`src/rtl/echo_mixer_if.sv`:
```
// Sample and control bundle between the delay-line front end and echo_mixer.
// The master side drives samples and controls; the slave (the mixer) returns the mixed output.
interface echo_mixer_if #(
  parameter int WIDTH = 8
);
  logic [WIDTH-1:0] dry;
  logic [WIDTH-1:0] wet;
  logic             enable;
  logic [1:0]       mode;
  logic [1:0]       wet_shift;
  logic             clear_ovf;
  logic [WIDTH-1:0] out;
  logic             valid;
  logic             overflow;
  logic [WIDTH-1:0] peak;

  modport master (
    output dry, wet, enable, mode, wet_shift, clear_ovf,
    input  out, valid, overflow, peak
  );

  modport slave (
    input  dry, wet, enable, mode, wet_shift, clear_ovf,
    output out, valid, overflow, peak
  );
endinterface

```
`src/rtl/echo_mixer.sv`:
```
// Dry/wet echo mixer. The output stays invalid until the delay line has flushed its reset contents.
// Define ECHO_MIXER_PEAK_EN to add a running-peak register on bus.peak; otherwise peak is tied to 0.
module echo_mixer #(
  parameter int WIDTH       = 8,
  parameter int FILL_CYCLES = 60
) (
  input logic         clock,
  input logic         reset_n,
  echo_mixer_if.slave bus
);
  typedef enum logic [1:0] {IDLE, FILL, RUN} state_t;

  localparam logic [7:0] LAST_FILL = 8'(FILL_CYCLES - 1);

  state_t           state;
  logic [7:0]       cnt;
  logic [WIDTH-1:0] out_q;
  logic             valid_q;
  logic             overflow_q;

  logic [WIDTH:0]   echo_sum;
  logic [WIDTH:0]   avg_sum;
  logic [WIDTH-1:0] mixed;
  logic             saturate;

  // NOTE: every signal assigned in always_comb gets a default first, so no path can infer a latch.
  always_comb begin
    echo_sum = {1'b0, bus.dry} + ({1'b0, bus.wet} >> bus.wet_shift);
    avg_sum  = {1'b0, bus.dry} + {1'b0, bus.wet} + (WIDTH + 1)'(1);
    saturate = 1'b0;
    mixed    = '0;
    case (bus.mode)
      2'b00: mixed = bus.dry;
      2'b01: mixed = bus.wet;
      2'b10: begin
        saturate = echo_sum[WIDTH];
        mixed    = echo_sum[WIDTH] ? '1 : echo_sum[WIDTH-1:0];
      end
      default: mixed = avg_sum[WIDTH:1];
    endcase
  end

  // NOTE: sequential state uses non-blocking assignments only, so every branch sees pre-edge values.
  always_ff @(posedge clock or negedge reset_n) begin
    if (!reset_n) begin
      state      <= IDLE;
      cnt        <= '0;
      out_q      <= '0;
      valid_q    <= 1'b0;
      overflow_q <= 1'b0;
    end else begin
      case (state)
        IDLE: begin
          out_q   <= '0;
          valid_q <= 1'b0;
          if (bus.enable) begin
            state <= FILL;
            cnt   <= '0;
          end
        end
        FILL: begin
          // wet still carries post-reset contents, so only dry is passed through
          out_q   <= bus.dry;
          valid_q <= 1'b0;
          if (!bus.enable)            state <= IDLE;
          else if (cnt == LAST_FILL)  state <= RUN;
          else                        cnt   <= cnt + 8'd1;
        end
        RUN: begin
          out_q   <= mixed;
          valid_q <= 1'b1;
          if (!bus.enable) state <= IDLE;
        end
        default: begin
          state   <= IDLE;
          out_q   <= '0;
          valid_q <= 1'b0;
        end
      endcase

      // a saturation event on the same edge as a clear keeps the flag set
      if (state == RUN && saturate) overflow_q <= 1'b1;
      else if (bus.clear_ovf)       overflow_q <= 1'b0;
    end
  end

  assign bus.out      = out_q;
  assign bus.valid    = valid_q;
  assign bus.overflow = overflow_q;

`ifdef ECHO_MIXER_PEAK_EN
  logic [WIDTH-1:0] peak_q;

  always_ff @(posedge clock or negedge reset_n) begin
    if (!reset_n) begin
      peak_q <= '0;
    end else if (bus.clear_ovf) begin
      peak_q <= (state == RUN) ? mixed : '0;
    end else if (state == RUN && mixed > peak_q) begin
      peak_q <= mixed;
    end
  end

  assign bus.peak = peak_q;
`else
  assign bus.peak = '0;
`endif
endmodule

```
`src/flat_wrapper.sv`:
```
// flat-port wrapper written by rule: the top's interface ports become plain ports
module echo_mixer_flat 
#(
  parameter int WIDTH       = 8,
  parameter int FILL_CYCLES = 60
)
  (clock, reset_n, bus_dry, bus_wet, bus_enable, bus_mode, bus_wet_shift, bus_clear_ovf, bus_out, bus_valid, bus_overflow, bus_peak);
  echo_mixer_if #(.WIDTH(WIDTH)) bus_i ();
  input logic clock;
  input logic reset_n;
  input wire logic [$bits(bus_i.dry)-1:0] bus_dry;
  input wire logic [$bits(bus_i.wet)-1:0] bus_wet;
  input wire logic [$bits(bus_i.enable)-1:0] bus_enable;
  input wire logic [$bits(bus_i.mode)-1:0] bus_mode;
  input wire logic [$bits(bus_i.wet_shift)-1:0] bus_wet_shift;
  input wire logic [$bits(bus_i.clear_ovf)-1:0] bus_clear_ovf;
  output wire logic [$bits(bus_i.out)-1:0] bus_out;
  output wire logic [$bits(bus_i.valid)-1:0] bus_valid;
  output wire logic [$bits(bus_i.overflow)-1:0] bus_overflow;
  output wire logic [$bits(bus_i.peak)-1:0] bus_peak;
  assign bus_i.dry = bus_dry;
  assign bus_i.wet = bus_wet;
  assign bus_i.enable = bus_enable;
  assign bus_i.mode = bus_mode;
  assign bus_i.wet_shift = bus_wet_shift;
  assign bus_i.clear_ovf = bus_clear_ovf;
  assign bus_out = bus_i.out;
  assign bus_valid = bus_i.valid;
  assign bus_overflow = bus_i.overflow;
  assign bus_peak = bus_i.peak;
  echo_mixer #(.WIDTH(WIDTH), .FILL_CYCLES(FILL_CYCLES)) u_core (.clock(clock), .reset_n(reset_n), .bus(bus_i));
endmodule
```
`config.mk`:
```
export PLATFORM = sky130hd
export DESIGN_NAME = echo_mixer_flat
export DESIGN_NICKNAME = d
export VERILOG_FILES = /design/src/rtl/echo_mixer_if.sv /design/src/rtl/echo_mixer.sv /design/src/flat_wrapper.sv
export SDC_FILE = /design/constraint.sdc
export NUM_CORES = 1
export LEC_CHECK = 0
export ABC_CLOCK_PERIOD_IN_PS = 1560
export CORE_ASPECT_RATIO = 1.2
export CORE_MARGIN = 2
export CORE_UTILIZATION = 30
export CTS_CLUSTER_DIAMETER = 120
export CTS_CLUSTER_SIZE = 14
export DETAILED_ROUTE_END_ITERATION = 12
export PLACE_DENSITY = 0.61
export SKIP_LAST_GASP = 1
export SLEW_MARGIN = 20
export SYNTH_ARGS = -nofsm -noshare
export SYNTH_HDL_FRONTEND = slang
export SYNTH_SLANG_ARGS = --single-unit
```
`constraint.sdc`:
```
create_clock -name clock -period 1.56 [get_ports clock]
set_input_delay 0.468 -clock clock [delete_from_list [all_inputs] [get_ports clock]]
set_output_delay 0.468 -clock clock [all_outputs]
set_load 0.02 [all_outputs]
```
Word level (Yosys, flattened, before mapping)

Index checks and enable logic that the tools add are counted.

Word-level logic and storage cells: 43
Bits in registers: 20
Output and inout port bits: 18
Input port bits: 24

Reduce and logical (&&, ||, !) cells: 7
Add/sub/neg operators: 4
Equality and inequality tests: 10
Muxes and demuxes: 16
Shifts and indexed selects: 1

Operator list:

| cell                                                                    | number |
|---|---|
| 8-bit two-way mux                                                       | 4 |
| 8-bit case mux with 2 select lines                                      | 2 |
| 8-bit case mux with 3 select lines                                      | 1 |
| 8-bit by 8-bit adder with 9-bit output                                  | 1 |
| 8-bit by 9-bit adder with 9-bit output                                  | 1 |
| 9-bit by 1-bit adder with 9-bit output, second input constant           | 1 |
| 8-bit by 2-bit right shift with 9-bit output                            | 1 |
| 8-bit by 1-bit adder with 8-bit output, second input constant           | 1 |
| 8-bit by 6-bit == test with 1-bit output, second input constant         | 1 |
| 2-bit two-way mux                                                       | 4 |
| 2-bit inequality test, second input constant                            | 4 |
| 2-bit case mux with 3 select lines                                      | 1 |
| 2-bit by 1-bit == test with 1-bit output, second input constant         | 2 |
| 2-bit == test, second input constant                                    | 2 |
| 2-bit zero test                                                         | 2 |
| 1-bit two-way mux                                                       | 4 |
| 4-bit AND reduction                                                     | 1 |
| 2-bit nonzero test                                                      | 2 |
| 3-bit by 2-bit inequality test with 1-bit output, second input constant | 1 |
| 3-bit AND reduction                                                     | 1 |
| 1-bit logical AND                                                       | 1 |

Depth between registers and ports, before layout

Depth in word-level cells: 5
Depth in mapped cells: 10
Depth with buffers taken out: 9

Worst setup path after synthesis

No wires, ideal clock.

Path type: input-to-reg
Start point: in bus_wet_shift[1]
End point: reg u_core.out_q[6] (netlist: u_core.bus.out[6])
Arrival time: 2.967 ns
Data required time: 1.450 ns
Library setup time: 0.110 ns
Buffers on the path: 1
Setup slack: -1.517 ns
Stages on the path: 9
Cells stage by stage: clkbuf_1 > mux4_2 > ha_1 > fa_1 > a21o_1 > a221oi_2 > xnor2_1 > a2111oi_2 > o41ai_1

Longest elaborated chain between the ends: 5

Ends and longest elaborated chain:

| what                                         | RTL line           | RTL |
|---|---|---|
| start: declaration                           | flat_wrapper.sv:15 | `input wire logic [$bits(bus_i.wet_shift)-1:0] bus_wet_shift;` |
| 8-bit by 2-bit right shift with 9-bit output | echo_mixer.sv:28   | `echo_sum = {1'b0, bus.dry} + ({1'b0, bus.wet} >> bus.wet_shift);` |
| 8-bit by 9-bit adder with 9-bit output       | echo_mixer.sv:28   |  |
| 8-bit two-way mux                            | echo_mixer.sv:37   | `mixed = echo_sum[WIDTH] ? '1 : echo_sum[WIDTH-1:0];` |
| 8-bit case mux with 3 select lines           | echo_mixer.sv:32   | `case (bus.mode)` |
| 8-bit case mux with 2 select lines           | echo_mixer.sv:52   | `case (state)` |
| end signal: assignment                       | echo_mixer.sv:63   | `out_q <= bus.dry;` |
| end signal: assignment                       | echo_mixer.sv:70   | `out_q <= mixed;` |
| end: declaration                             | echo_mixer.sv:17   | `logic [WIDTH-1:0] out_q;` |

Every way passes these cells.
A chain may end at the register's enable or synchronous reset.

Final worst setup path

Same ends and word-level chain as after synthesis.

==> key figures <==
Run status
  – Outcome: complete, but fails checks
  – Violated checks: negative setup slack

Cells and area
  – Antenna diode count: 0
  – Fin cells: 423
  – Layout cell share with drive strength beyond 1: 32.14%
  – Number of nets in the layout: 382
  – Area Growth Syn to Fin: 52.33%
  – Final instance area: 3154 µm²

Hold path
  – Hold Crit Start: u_core.bus.overflow
  – HP Class: reg -> reg
  – Hold endpoint: u_core.bus.overflow
  – Worst hold path depth: 2

Setup path
  – CP Class: in -> reg
  – Worst reg2reg path endpoint: u_core.bus.out[2]
  – Reg2Reg Setup Slack: -120 ps
  – CP max FO: 3
  – R2R depth: 6
  – Crit. End Element: flop
  – Launching point of the worst reg2reg path: u_core.state[0]
  – Worst Path Required: 1720 ps
  – Critical path arrival: 2840 ps
  – Setup crit start kind: primary input

Clock network
  – H-tree depth: 1
  – TritonCTS clock tree: yes
  – Worst-Skew Late Latency: 260 ps
  – Clock transition at the registers of the reported paths: 80 ps
  – Root buffer cell: clkbuf_8
  – CTS Sinks: 20
  – Clock Path Buffers: 2
  – Number of buffers created by CTS: 3

Route
  – DR iter-0 viols: 79
  – Pre-antenna DRT Iters: 5
  – Final ANT Viol Nets: 0
  – Vias after detailed routing: 2,193
  – Via density: 5.184
  – DRC errors left: 0
  – Wire per inst: 14.67 µm
  – Routed WL: 6206 µm

Timing
  – Final Hold Fails: 0
  – Hold slack: 537.8 ps
  – Post-route clock period utilization: 171.7%
  – Setup violations, final: 9
  – Unrepaired setup endpoints after global routing: true
  – Max Freq: 373.2 MHz
  – Fin crit period: 2679 ps
  – Slew Limit Fails: 0
  – PnR worst setup slack: -1119 ps
  – Worst Clk Skew: 10.53 ps

Yosys
  – Synthesized area: 2071 µm²
  – Mean area per synthesized cell: 8.592 µm²
  – Flops & latches, synth: 20
  – Number of synthesized flops with an enable pin: 0
  – Sequential cell area fraction in the yosys report: 24.17%
  – Top_reg_cell synth: dfrtp_1
  – Post-synth ARST share: 100.0%
  – Ys Warns: 0
  – Unique masters post-synth: 50
  – Synth Instances: 241

Global routing
  – Gr ovfl total: 0
  – GRT Total Usage: 16.18%
  – Vias in the first global route: 2,135
  – Largest net degree at the start of global routing: 21
  – First-pass GRT wire length: 9756 µm
  – Initial antenna violation count: 0

Floorplan
  – Ports: 42
  – Core ar.: 6771 µm²
  – Die Y: 95.01 µm
  – Starting density of the core: 30.58%
  – Row cnt: 33
  – Die area: 7586 µm²
  – Horiz. Die Dim: 79.84 µm

Place
  – GP Congestion: 0.8117
  – Post-place setup slack: -1694 ps
  – Post-DP Area: 2917 µm²
  – Dpl hpwl: 4898 µm
  – PortBufs: 33
  – Inst Count DP: 413

Power
  – Lkg Pwr: 1.440 nW
  – Pwr/cell area: 941.5 nW/µm²
  – Max rail drop VDD: 0.5409 mV

Run
  – MaxCap Viol Count: 0
[placed cells by master, fill, tap and decap left out, types with 4 or more instances in the layout]
cell,n
xor2_1,7
nor3_1,4
mux2_2,5
nand3_1,10
a211oi_1,5
buf_4,64
inv_1,9
mux4_2,4
nor2b_1,7
o211ai_1,4
dfrtp_1,20
xnor2_1,4
clkdlybuf4s50_1,13
dlygate4sd2_1,12
nand2_1,13
ha_1,14
buf_6,7
o21ai_0,20
or3_1,5
conb_1,8
a21o_1,5
clkbuf_8,4
nor2_1,18
a21oi_1,15
[synthesized netlist by cell type, drive strengths merged, types with 2 or more instances]
library cell | n | area, µm²
o21ai | 22 | 110.1
dfrtp | 20 | 500.5
ha | 19 | 237.7
nor2 | 19 | 71.32
a21oi | 16 | 83.83
nand2 | 14 | 52.55
nand3 | 11 | 55.05
buf | 10 | 70.07
inv | 9 | 33.78
nor2b | 7 | 43.79
xor2 | 7 | 61.31
a211oi | 6 | 45.04
clkbuf | 6 | 22.52
nor3 | 6 | 30.03
or3 | 6 | 37.54
a21o | 5 | 37.54
mux2 | 5 | 56.30
mux2i | 4 | 40.04
mux4 | 4 | 90.09
o211ai | 4 | 30.03
xnor2 | 4 | 35.03
a221oi | 3 | 32.53
and3 | 3 | 18.77
nor3b | 3 | 22.52
o21a | 3 | 22.52
a22oi | 2 | 15.01
fa | 2 | 40.04
o221ai | 2 | 17.52
[worst max path at each step]
stage                           startpoint                 to  depth (start not counted)
after global routing      bus_wet_shift[1]  u_core.bus.out[6]                          9
after global placement    bus_wet_shift[1]  u_core.bus.out[6]                          9
after CTS                 bus_wet_shift[1]  u_core.bus.out[6]                         10
final                     bus_wet_shift[1]  u_core.bus.out[6]                          9
after floorplan           bus_wet_shift[1]  u_core.bus.out[6]                          9
after detailed placement  bus_wet_shift[1]  u_core.bus.out[6]                          9
[registers in the layout, indices dropped and copies added, names as in the netlist]
signal	flops
u_core.bus.out	8
u_core.bus.overflow	1
u_core.state	2
u_core.bus.valid	1
u_core.cnt	8
[power breakdown]
| group | internal [mW] | total (mW) | switching (mW) | leakage (nW) |
|---|---|---|---|---|
| sequential | 0.652 | 0.731 | 0.0790 | 0.271 |
| clock | 0.224 | 0.392 | 0.168 | 0.0288 |
| combinational | 0.885 | 1.85 | 0.961 | 1.14 |
| total | 1.76 | 2.97 | 1.21 | 1.44 |
[repair_timing]
action | in CTS | in global routing
setup endpoints to repair | 27 | 16
resized for setup | 51 | 20
hold endpoints to repair | 0 | 0
pin swaps | 10 | 12
setup buffers | 4 | 1
hold buffers | 0 | 0
cloned | 1 | 0
[final cells by class]
class | count | area [µm²]
multi-input cells | 204 | 1634
repair buffers | 99 | 822.0
inverters | 9 | 33.78
clock buffers | 4 | 55.05
flip-flops and latches | 20 | 500.5
fillers | 672 | 3617
well taps | 87 | 108.9
[logic make-up (layout without fill, tap and decap cells)]
group           Yosys count  after routing  synth area share [%]
buf+inv                  25            112                 6.103
compound gates           74             75                 24.05
simple gates             76             76                 18.43
xor+xnor                 11             11                 4.652
other cells               1              8                0.1811
flops                    20             20                 24.17
fa+ha+maj                21             21                 13.41
mux                      13             13                 9.003
[critical path: stages]
cell and delay, ps:
buf_6 70, mux4_2 510, ha_4 190, fa_2 380
a21o_1 220, a221oi_4 340, xnor2_1 210, a2111oi_4 90
o41ai_2 360
[through the flow]
stage / setup TNS, ps / power (mW) / utilization, %
6_report: -9490 / 2.970 / 46.58
5_1_grt: -10270 / 3.182 / 46.58
3_3_place_gp: -15840 / 2.391 / 43.07
3_5_place_dp: -16260 / 2.419 / 43.07
2_1_floorplan: -9903 / 1.693 / -
4_1_cts: -9088 / 2.847 / 45.07
[routing by layer]
| metal | share of wire, % | vias up | global-route usage (%) |
|---|---|---|---|
| li1 | - | 1074 | - |
| met1 | 41 | 1051 | 18.13 |
| met2 | 53 | 56 | 31.16 |
| met3 | 3.7 | 12 | 1.231 |
| met4 | 2.5 | 0 | 6.780 |
| met5 | 0 | - | 0 |
Note: power is estimated with default switching activity, not from simulation.
